### config.mk
export PLATFORM = sky130hd
export DESIGN_NAME = or1200_aes_insn_ctrl
export DESIGN_NICKNAME = d
export VERILOG_FILES = /design/src/rtl/or1200_aes_insn_ctrl.sv
export SDC_FILE = /design/constraint.sdc
export NUM_CORES = 1
export LEC_CHECK = 0
export BUFFER_PORTS_ARGS = -buffer_cell sky130_fd_sc_hd__clkbuf_2
export CAP_MARGIN = 25
export CORE_MARGIN = 2
export CORE_UTILIZATION = 30
export CTS_BUF_LIST = sky130_fd_sc_hd__clkbuf_16
export CTS_CLUSTER_DIAMETER = 60
export CTS_CLUSTER_SIZE = 24
export DETAILED_ROUTE_END_ITERATION = 8
export PLACE_DENSITY_LB_ADDON = 0.3
export REMOVE_ABC_BUFFERS = 1
export SYNTH_ARGS = -nofsm -noshare
export SYNTH_HDL_FRONTEND = slang
export SYNTH_SLANG_ARGS = --single-unit
### constraint.sdc
create_clock -name clk -period 2 [get_ports clk]
set_input_delay 0.3 -clock clk [delete_from_list [all_inputs] [get_ports clk]]
set_output_delay 0.3 -clock clk [all_outputs]
set_load 0.005 [all_outputs]
### src/rtl/or1200_aes_insn_ctrl.sv
// Upstream sequencer for the AES instruction wrapper: gathers key/text words,
// pulses ld into the wrapper, waits for done and latches the ciphertext.
module or1200_aes_insn_ctrl #(
  parameter int unsigned LD_HOLD  = 2,
  parameter int unsigned TIMEOUT  = 64,
  parameter int unsigned TO_WIDTH = 7
) (
  input  logic          clk,
  input  logic          rst,
  input  logic          wr_en,
  input  logic [2:0]    wr_addr,
  input  logic [31:0]   wr_data,
  input  logic          start,
  input  logic [1:0]    rd_addr,
  output logic [31:0]   rd_data,
  output logic          busy,
  output logic          res_valid,
  output logic          err,
  output logic          aes_ld,
  input  logic          aes_done,
  output logic [127:0]  aes_key,
  output logic [127:0]  aes_text_in,
  input  logic [127:0]  aes_text_buf
);

  localparam int unsigned HOLD_W = (LD_HOLD > 1) ? $clog2(LD_HOLD) : 1;

  typedef enum logic [1:0] {
    ST_IDLE = 2'd0,
    ST_LOAD = 2'd1,
    ST_WAIT = 2'd2
  } state_t;

  state_t                state_q, state_d;
  logic                  ld_q, ld_d;
  logic [HOLD_W-1:0]     hold_q, hold_d;
  logic [TO_WIDTH-1:0]   to_q, to_d;
  logic                  res_valid_q, res_valid_d;
  logic                  err_q, err_d;
  logic                  res_cap;
  logic                  wr_accept;
  logic [127:0]          key_q, text_q, result_q;

  // Control state register
  always_ff @(posedge clk or negedge rst) begin
    if (!rst) begin
      state_q     <= ST_IDLE;
      ld_q        <= 1'b0;
      hold_q      <= '0;
      to_q        <= '0;
      res_valid_q <= 1'b0;
      err_q       <= 1'b0;
    end else begin
      state_q     <= state_d;
      ld_q        <= ld_d;
      hold_q      <= hold_d;
      to_q        <= to_d;
      res_valid_q <= res_valid_d;
      err_q       <= err_d;
    end
  end

  // Next-state logic; done has priority over the timeout in WAIT
  always_comb begin
    state_d     = state_q;
    ld_d        = 1'b0;
    hold_d      = hold_q;
    to_d        = to_q;
    res_valid_d = res_valid_q;
    err_d       = err_q;
    res_cap     = 1'b0;
    case (state_q)
      ST_IDLE: begin
        if (start) begin
          state_d     = ST_LOAD;
          ld_d        = 1'b1;
          hold_d      = HOLD_W'(LD_HOLD - 1);
          res_valid_d = 1'b0;
          err_d       = 1'b0;
        end
      end
      ST_LOAD: begin
        if (hold_q == '0) begin
          state_d = ST_WAIT;
          ld_d    = 1'b0;
          to_d    = '0;
        end else begin
          ld_d   = 1'b1;
          hold_d = hold_q - HOLD_W'(1);
        end
      end
      ST_WAIT: begin
        if (aes_done) begin
          res_cap     = 1'b1;
          res_valid_d = 1'b1;
          state_d     = ST_IDLE;
        end else if (to_q == TO_WIDTH'(TIMEOUT - 1)) begin
          err_d   = 1'b1;
          state_d = ST_IDLE;
        end else begin
          to_d = to_q + TO_WIDTH'(1);
        end
      end
      default: begin
        state_d = ST_IDLE;
      end
    endcase
  end

  assign wr_accept = wr_en && (state_q == ST_IDLE);

  // Operand registers; frozen while an operation is in flight
  always_ff @(posedge clk or negedge rst) begin
    if (!rst) begin
      key_q  <= '0;
      text_q <= '0;
    end else if (wr_accept) begin
      case (wr_addr)
        3'd0: key_q[127:96]  <= wr_data;
        3'd1: key_q[95:64]   <= wr_data;
        3'd2: key_q[63:32]   <= wr_data;
        3'd3: key_q[31:0]    <= wr_data;
        3'd4: text_q[127:96] <= wr_data;
        3'd5: text_q[95:64]  <= wr_data;
        3'd6: text_q[63:32]  <= wr_data;
        default: text_q[31:0] <= wr_data;
      endcase
    end
  end

  // Result register, loaded only on done while waiting
  always_ff @(posedge clk or negedge rst) begin
    if (!rst) begin
      result_q <= '0;
    end else if (res_cap) begin
      result_q <= aes_text_buf;
    end
  end

  always_comb begin
    rd_data = '0;
    case (rd_addr)
      2'd0:    rd_data = result_q[127:96];
      2'd1:    rd_data = result_q[95:64];
      2'd2:    rd_data = result_q[63:32];
      default: rd_data = result_q[31:0];
    endcase
  end

  assign busy        = (state_q != ST_IDLE);
  assign res_valid   = res_valid_q;
  assign err         = err_q;
  assign aes_ld      = ld_q;
  assign aes_key     = key_q;
  assign aes_text_in = text_q;

endmodule

==> After elaboration in Yosys (flattened, before gate mapping) <==
Index checks and enable logic that the tools add are counted.
{ "op_classes": {"reduce_logical": 22, "n_addsub": 2, "n_eq_ne": 18, "muxes": 24, "bitwise": 1} }
{ "ops": {"columns": ["op", "n"], "rows": [
  ["32-bit case mux with 3 select lines", 1],
  ["7-bit 2-to-1 mux", 3],
  ["2-bit AND reduction", 9],
  ["7-bit case mux with 2 select lines", 1],
  ["2-bit != test, second input constant", 6],
  ["1-bit 2-to-1 mux", 10],
  ["3-bit == test, second input constant", 3],
  ["2-bit 2-to-1 mux", 4],
  ["1-bit case mux with 2 select lines", 4],
  ["4-bit AND reduction", 2],
  ["2-bit nonzero test", 4],
  ["7-bit by 1-bit adder with 7-bit output, second input constant", 1],
  ["7-bit by 6-bit == test with 1-bit output, second input constant", 1],
  ["7-bit OR reduction", 1],
  ["3-bit by 2-bit == test with 1-bit output, second input constant", 2],
  ["2-bit case mux with 3 select lines", 1],
  ["3-bit AND reduction", 2],
  ["2-bit by 1-bit == test with 1-bit output, second input constant", 2],
  ["2-bit == test, second input constant", 2],
  ["2-bit zero test", 2],
  ["3-bit by 1-bit == test with 1-bit output, second input constant", 1],
  ["3-bit zero test", 1],
  ["3-bit != test, second input constant", 1],
  ["1-bit logical AND", 1],
  ["other kinds (2)", 2]
]} }
{ "totals": {"register_bits": 397, "output_inout_bits": 292} }

==> Longest topological paths before layout <==
Gate-level depths: netlist of run 1.
{ "depth": {"depth_word": 4, "mapped_depth": 6} }

==> Least setup slack after synthesis of run 1 <==
Ideal clock, no wire load.
{ "synth_path": {"path_kind": "register -> register", "from": "register state_q[0]", "to": "register key_q[100], in the netlist aes_key[100]", "path_slack_ps": 63, "arrival_time_ps": 1811, "path_buffers": 3, "required_time_ps": 1875, "setup_time_ps": 125, "stages_incl_launch_ff": 7, "cell_sequence": "dfrtp_1 buf_6 or3_4 or3b_1 buf_2 buf_6 mux2_4"} }
{ "synth_via": {"elab_chain_cells": 3} }
{ "synth_lines": {"columns": ["element", "line_no", "source"], "rows": [
  ["start, declared", "34", "state_t state_q, state_d;"],
  ["start signal, assigned", "54", "state_q <= state_d;"],
  ["2-bit zero test", "110", "assign wr_accept = wr_en && (state_q == ST_IDLE);"],
  ["1-bit logical AND", "110", null],
  ["2-bit AND reduction (no source line)", null, null],
  ["end signal, assigned", "119", "3'd0: key_q[127:96] <= wr_data;"],
  ["end, declared", "42", "logic [127:0] key_q, text_q, result_q;"]
]} }
No other way between the ends.
A chain may end at the register's enable or synchronous reset.

==> Worst setup path after layout of run 1 <==
{ "layout_path": {"from": "register state_q[0]", "to": "register key_q[116], in the netlist aes_key[116]"} }
Same word-level chain as after synthesis.

==> results of run 1 <==
==> area by class of cell <==
| type | count | area, µm² | share of cell area |
|---|---|---|---|
| Clock inverter | 24 | 241.5 | 0.01109 |
| Sequential cell | 397 | 9935 | 0.4564 |
| Timing Repair Buffer | 641 | 4219 | 0.1938 |
| Inverter | 6 | 22.52 | 0.001035 |
| Multi-Input combinational cell | 480 | 5574 | 0.2561 |
| Tap cell | 680 | 850.8 | 0.03908 |
| Clock buffer | 37 | 925.9 | 0.04253 |
==> logic make-up (layout without fill, tap and decap cells) <==
| kind of cell | after synthesis | in the layout | share of synthesized area |
|---|---|---|---|
| AOI/OAI and AO/OA | 20 | 20 | 0.007790 |
| adders and majority gates | 1 | 1 | 0.0007947 |
| buffers and inverters | 54 | 708 | 0.01804 |
| DFF | 397 | 397 | 0.6311 |
| muxes | 417 | 417 | 0.3283 |
| and+or+nand+nor | 42 | 42 | 0.01399 |
==> through the flow <==
| step | total power, W | setup slack [ns] | instance area [µm²] | util |
|---|---|---|---|---|
| global placement | 0.02399 | 0.1259 | 19350 | 0.3749 |
| CTS | 0.03170 | 0.05706 | 21770 | 0.4218 |
| detailed placement | 0.02430 | 0.1059 | 19350 | 0.3749 |
| finish | 0.03118 | 0.1049 | 21770 | 0.4218 |
| floorplan | 0.01891 | -2.016 | 15480 | - |
| global route | 0.03321 | 0.01334 | 21770 | 0.4218 |
==> placed cells by master, fill, tap and decap left out, drive strengths merged <==
cell	instances
nand3	4
clkinv	4
mux2	384
a21oi	8
nor2	11
mux4	32
and2	1
dfrtp	397
a41oi	2
nor3b	2
nand4	1
nand2	11
nand4b	1
o21ai	4
bufinv	1
a311o	1
o22ai	2
nor4b	1
ha	1
buf	56
or3	1
inv	24
nor2b	2
dlygate4sd3	125
clkbuf	497
nand2b	2
o21a	1
o31ai	1
nor3	3
nand3b	1
mux2i	1
or3b	1
a21o	1
clkinvlp	1
==> flip-flops by register name (all words and copies together) (netlist names) <==
name,flops
aes_key,128
aes_text_in,128
result_q,128
to_q,7
state_q,2
aes_ld,1
err,1
hold_q,1
res_valid,1
==> power by group through the flow <==
stage | registers [W] | clock network, W | logic (W)
2_1_floorplan | 0.0140 | 0 | 0.00494
3_3_place_gp | 0.0140 | 0 | 0.00999
3_5_place_dp | 0.0142 | 0 | 0.0101
4_1_cts | 0.0141 | 0.00728 | 0.0104
5_1_grt | 0.0145 | 0.00759 | 0.0111
6_report | 0.0140 | 0.00698 | 0.0102
==> synth_stat cells, drive strengths merged <==
master | number | area share
inv | 6 | 0.0014
buf | 40 | 0.015
a21oi | 8 | 0.0025
dfrtp | 397 | 0.63
a21o | 1 | 0.00048
nand4 | 1 | 0.00040
o21a | 1 | 0.00048
nor2 | 11 | 0.0026
ha | 1 | 0.00079
and2 | 1 | 0.00040
nor3b | 2 | 0.00095
or3b | 1 | 0.00056
nand2 | 11 | 0.0026
mux4 | 32 | 0.046
nor4b | 1 | 0.00056
nand3 | 4 | 0.0013
clkbuf | 8 | 0.0019
nor2b | 2 | 0.00079
nand2b | 2 | 0.00079
nor3 | 3 | 0.0013
o22ai | 2 | 0.00079
o21ai | 4 | 0.0013
o31ai | 1 | 0.00048
mux2 | 384 | 0.28
mux2i | 1 | 0.00064
a41oi | 2 | 0.0011
or3 | 1 | 0.00072
nand4b | 1 | 0.00056
a311o | 1 | 0.00064
nand3b | 1 | 0.00048
==> layer usage <==
metal | track usage | part of all wire | wire (µm) | up-vias
li1 | - | - | - | 4630
met1 | 0.1973 | 0.42 | 18710 | 5194
met2 | 0.2695 | 0.47 | 21110 | 383
met3 | 0.06274 | 0.094 | 4242 | 55
met4 | 0.03861 | 0.019 | 836 | 0
met5 | 0 | 0 | 0 | -
==> worst paths after layout <==
check | endpoint | startpoint
min in group asynchronous | result_q[7]$_DFFE_PN0P_ | rst
setup reg to reg | aes_key[116]$_DFFE_PN0P_ | state_q[0]$_DFFE_PN0P_
hold reg to reg | res_valid$_DFFE_PN0P_ | res_valid$_DFFE_PN0P_
max in group asynchronous | aes_key[20]$_DFFE_PN0P_ | rst
hold / removal | result_q[15]$_DFFE_PN0P_ | aes_text_buf[15]
setup / recovery | aes_key[116]$_DFFE_PN0P_ | state_q[0]$_DFFE_PN0P_
==> repair_timing <==
action,CTS,global route
hold endpoints to repair,234,0
hold buffers,125,0
resized for setup,0,0
==> key figures, run 1 <==
Clock network
  – TritonCTS clock tree: built
  – CTS sink cnt: 397
  – CTS buffer count: 35
  – Postcts setup bufs: 0
  – Clk root buf: clkbuf_16
  – H-tree depth: 2
  – Clk Latency, worst-skew pair: approximately 0.54 ns
  – Reg clk slew, reported paths: ~0.070 ns
  – Clk buf depth: 3

Power
  – Seq pwr share: 0.450
  – Int Power: 0.02179 W
  – Clock power frac: 0.224
  – Switching Fraction: 0.3011
  – Cell area power density: approximately 1400 nW/µm²
  – Combinational share of power: 0.326
  – Peak supply drop: slightly above 0.0008 V
  – LEAKAGE: between 10 and 15 nW
  – NetSw: approximately 0.0094 W

GRT
  – Global-route wire length before repair: about 67000 µm
  – Number of global-route vias before repair: 11100
  – Overall global routing resource usage: 0.1619
  – GRT overflow: 0
  – Initial antenna violation count: 0
  – Largest net degree at the start of global routing: between 50 and 60

Die
  – Die Wd: about 230 µm
  – IO Pins: about 460
  – Die height: roughly 230 µm
  – Row cnt: a little over 80
  – Core area: ~52000 µm²
  – Die area: about 54000 µm²
  – Starting Density: 0.3050

Placed design
  – DP Wirelength: 31870 µm
  – Placed insts: between 2000 and 2500
  – IO Port Bufs: 461
  – Gpl congestion: a little over 0.8

STA
  – RSZ-0062 raised after global routing: no
  – Final hold viol count: 0
  – Fin Hold WS: slightly above 0.04 ns
  – Worst slew pin tran: 0.4801 ns
  – Minimum clock period: approximately 1.9 ns
  – Setup TNS: 0 ns
  – Maximum operating frequency: between 0.5 and 0.6 GHz
  – Slew Limit Fails: 0
  – Slew HR: 0.6793
  – Tcrit/Tclk final: 0.9475
  – Worst Skew: around 0.016 ns
  – Final setup viols: 0

Synthesis
  – Avg Synthesized Cell Area: ~17 µm²
  – Synth unique cells: 36
  – Post-Synthesis Cells: 931
  – Synthesis warning total: 0
  – Mapped Area: 15740 µm²
  – Synthesis-stage register bit count: about 400
  – Sequential area share after synthesis: 0.6311

Setup path
  – Reg2Reg Depth: 4
  – Buf/Inv on CP: 1
  – Worst EP required: approximately 2.4 ns
  – CP startpoint kind: flip-flop
  – Data arrival, critical path: 2.31 ns
  – WS Path Type: reg2reg
  – Setup crit end kind: flip-flop
  – Worst-path cell chain: or3_4 > or3b_4 > buf_4 > mux2_4
  – Reg2reg setup slack: 0.10 ns
  – CP max FO: 9
  – Worst path max stage delay: approximately 0.43 ns
  – Levels on crit path: 4
  – CP top delay family: simple AND/OR/NAND/NOR gates
  – CP max-delay cell: or3b_4

Status
  – Status: finished, final reports clean

Finish
  – Area Overhead vs Synth: 38.29%
  – Post-route insts no fill: ~2300
  – Share of post-route cells with drive strength above 1: 0.6278
  – Nets: about 1700
  – Number of fill cells: ~4700
  – ANT cells: 0

Detailed routing
  – Via Count: 10260
  – DRC: 0
  – Drt via density: roughly 4.5
  – Post-DRT Antenna Nets: 0
  – DRT Wirelength: 44900 µm
  – DR iter-0 viols: 302
  – TritonRoute pass-1 iters: 4
  – Avg WL per Cell: 19.82 µm

Job
  – Maxcap violations: 0

Hold path
  – Hold Crit Class: in2reg
  – Min-Delay Path Depth: 2
(Power assumes the default switching activity.)
==> inputs of run 2 (changes only) <==
- CORE_UTILIZATION: 30 -> 47
==> run 2 against run 1 <==
  * Via count up 1.0%
  * Clock skew up 0.020 ns
  * Clock power down 4.7%
  * Combinational power about the same
  * Global-route usage up 8.3 points
  * Core utilization up 22 points
  * First-iteration DRC count up 20%
  * Die area down 36%
  * Cell count down 11%
  * Sequential power about the same
  * Count of clock-buffer cells in the layout down 6
==> key figures, run 2 (same netlist as run 1, synthesis figures left out) <==
Status
  – Status: finished, final reports clean

Setup path
  – Levels on crit path: 5
  – Data arrival, critical path: around 2.4 ns
  – Reg2Reg Depth: 5
  – WS Path Type: reg2reg
  – CP startpoint kind: flip-flop
  – Setup crit end kind: flip-flop
  – Worst R2R Start: state_q[1]$_DFFE_PN0P_
  – Worst EP required: approximately 2.4 ns
  – Buf/Inv on CP: 2
  – Worst-path cell chain: or3_4 > buf_4 > nor3_4 > buf_12 > mux2_2
  – CP max FO: 17
  – Worst path max stage delay: between 0.3 and 0.4 ns
  – Crit path to: aes_text_in[103]$_DFFE_PN0P_
  – CP max-delay cell: dfrtp_1
  – CP top delay family: simple AND/OR/NAND/NOR gates
  – Critical R2R Capture: aes_text_in[103]$_DFFE_PN0P_
  – Reg2reg setup slack: ~0.084 ns
  – Worst Setup SP: state_q[1]$_DFFE_PN0P_

Power
  – Pwr Total: just over 0.03 W
  – Cell area power density: between 1000 and 1500 nW/µm²
  – LEAKAGE: between 10 and 15 nW
  – Peak supply drop: approximately 0.0010 V

STA
  – Setup TNS: 0 ns
  – Final setup viols: 0
  – Final hold viol count: 0
  – Worst slew pin tran: around 0.43 ns
  – Maximum operating frequency: between 0.5 and 0.6 GHz
  – Minimum clock period: approximately 1.9 ns
  – Worst Skew: around 0.037 ns
  – Slew HR: 0.7120
  – RSZ-0062 raised after global routing: no
  – Slew Limit Fails: 0
  – Tcrit/Tclk final: 0.9578

Clock network
  – Postcts setup bufs: 0
  – CTS sink cnt: ~400
  – Clk Latency, worst-skew pair: between 0.5 and 0.6 ns
  – Clk buf depth: 3
  – H-tree depth: 1
  – Reg clk slew, reported paths: approximately 0.090 ns
  – Clk root buf: clkbuf_16
  – CTS buffer count: 30
  – TritonCTS clock tree: built

Placed design
  – DP Wirelength: 28780 µm
  – IO Port Bufs: 461
  – Gpl congestion: about 0.78
  – Placed insts: around 1800

Detailed routing
  – DR iter-0 viols: between 300 and 400
  – Post-DRT Antenna Nets: 0
  – TritonRoute pass-1 iters: 4
  – Drt via density: a little over 5
  – Avg WL per Cell: approximately 21 µm
  – DRT Wirelength: roughly 43000 µm
  – Via Count: 10370
  – DRC: 0

Die
  – Row cnt: 67
  – IO Pins: around 460
  – Die height: around 190 µm
  – Core area: roughly 33000 µm²
  – Die Wd: 187.0 µm
  – Die area: between 30000 and 40000 µm²
  – Starting Density: 0.4730

Finish
  – Commonest non-fill, non-tap cells in the layout: 460 x clkbuf_2, 397 x dfrtp_1, 350 x mux2_2
  – Commonest non-fill, non-tap cell in the layout: clkbuf_2
  – Register area: 9935 µm²
  – Multi-input gate area: about 5600 µm²
  – Area Overhead vs Synth: 35.45%
  – Nets: between 1500 and 2000
  – Share of post-route cells with drive strength above 1: 0.6241
  – Post-route insts no fill: 2016
  – Number of fill cells: ~2400

GRT
  – Initial antenna violation count: 1
  – Largest net degree at the start of global routing: 78
  – Number of global-route vias before repair: about 11000
  – Global-route wire length before repair: 67140 µm
  – GRT overflow: 0
  – Overall global routing resource usage: 0.2444

Hold path
  – Hold Crit Class: in2reg

Job
  – Maxcap violations: 0
==> run 2: changes by cell type in the layout (fill, tap and decap cells not counted), sizes merged <==
cell / before / now
buf: 56 / 42
bufinv: 1 / 2
clkbuf: 497 / 491
clkinvlp: 1 / 0
diode: 0 / 1
dlygate4sd3: 125 / 126
inv: 24 / 25
==> run 2: worst min path at each step <==
stage / start / endpoint / slack [ns] / depth (start not counted)
floorplan: rst / aes_key[0]$_DFFE_PN0P_ / 0.004 / 0
global placement: rst / aes_text_in[55]$_DFFE_PN0P_ / 0.23 / 1
detailed placement: rst / aes_text_in[55]$_DFFE_PN0P_ / 0.23 / 1
CTS: aes_text_buf[107] / result_q[107]$_DFFE_PN0P_ / 0.002 / 2
global route: aes_text_buf[126] / result_q[126]$_DFFE_PN0P_ / 0.006 / 2
finish: aes_text_buf[126] / result_q[126]$_DFFE_PN0P_ / 0.03 / 2
==> run 2: layer usage <==
metal,track usage,vias up,share of wire
met3,0.08161,74,0.084
met5,0,-,0
met1,0.2985,5326,0.40
met4,0.06807,0,0.030
li1,-,4585,-
met2,0.4161,381,0.49
==> run 2: timing repair <==
action | CTS | global route
hold buffers | 125 | 1
endpoints found under the setup margin | 4 | 19
pin swaps | 0 | 0
cloned | 0 | 0
hold endpoints to repair | 158 | 1
resized for setup | 1 | 3
==> run 2: report_power, final <==
| part | switching [W] | total, W | internal [W] |
|---|---|---|---|
| Clock | 0.00333 | 0.00665 | 0.00332 |
| Combinational | 0.00410 | 0.0103 | 0.00616 |
| Sequential | 0.00210 | 0.0141 | 0.0120 |
==> run 2: worst reg2reg max path, cell delays in order, from the launching register on <==
cell	delay [ns]
dfrtp_1	0.39
or3_4	0.39
buf_4	0.17
nor3_4	0.27
buf_12	0.21
mux2_2	0.35
==> run 2: metrics by stage <==
stage          worst slack, ns  instance area, µm²  hold WS, ns  utilization
2_1_floorplan           -2.016               15480     0.004409            -
3_3_place_gp           0.05459               18950       0.2273       0.5695
3_5_place_dp           0.02756               18950       0.2338       0.5695
4_1_cts                0.04165               21300     0.002340       0.6400
5_1_grt                0.01153               21320     0.005997       0.6407
6_report               0.08434               21320      0.02660       0.6407
==> run 2: final cells by class <==
class                      instances  share of cell area
antenna                            1           0.0001174
clock buffer                      31             0.03638
clock inverter                    25             0.01485
inverter                           6            0.001056
multi-input combinational        480              0.2614
sequential                       397              0.4659
tap                              448             0.02629
timing repair buffer             628              0.1939
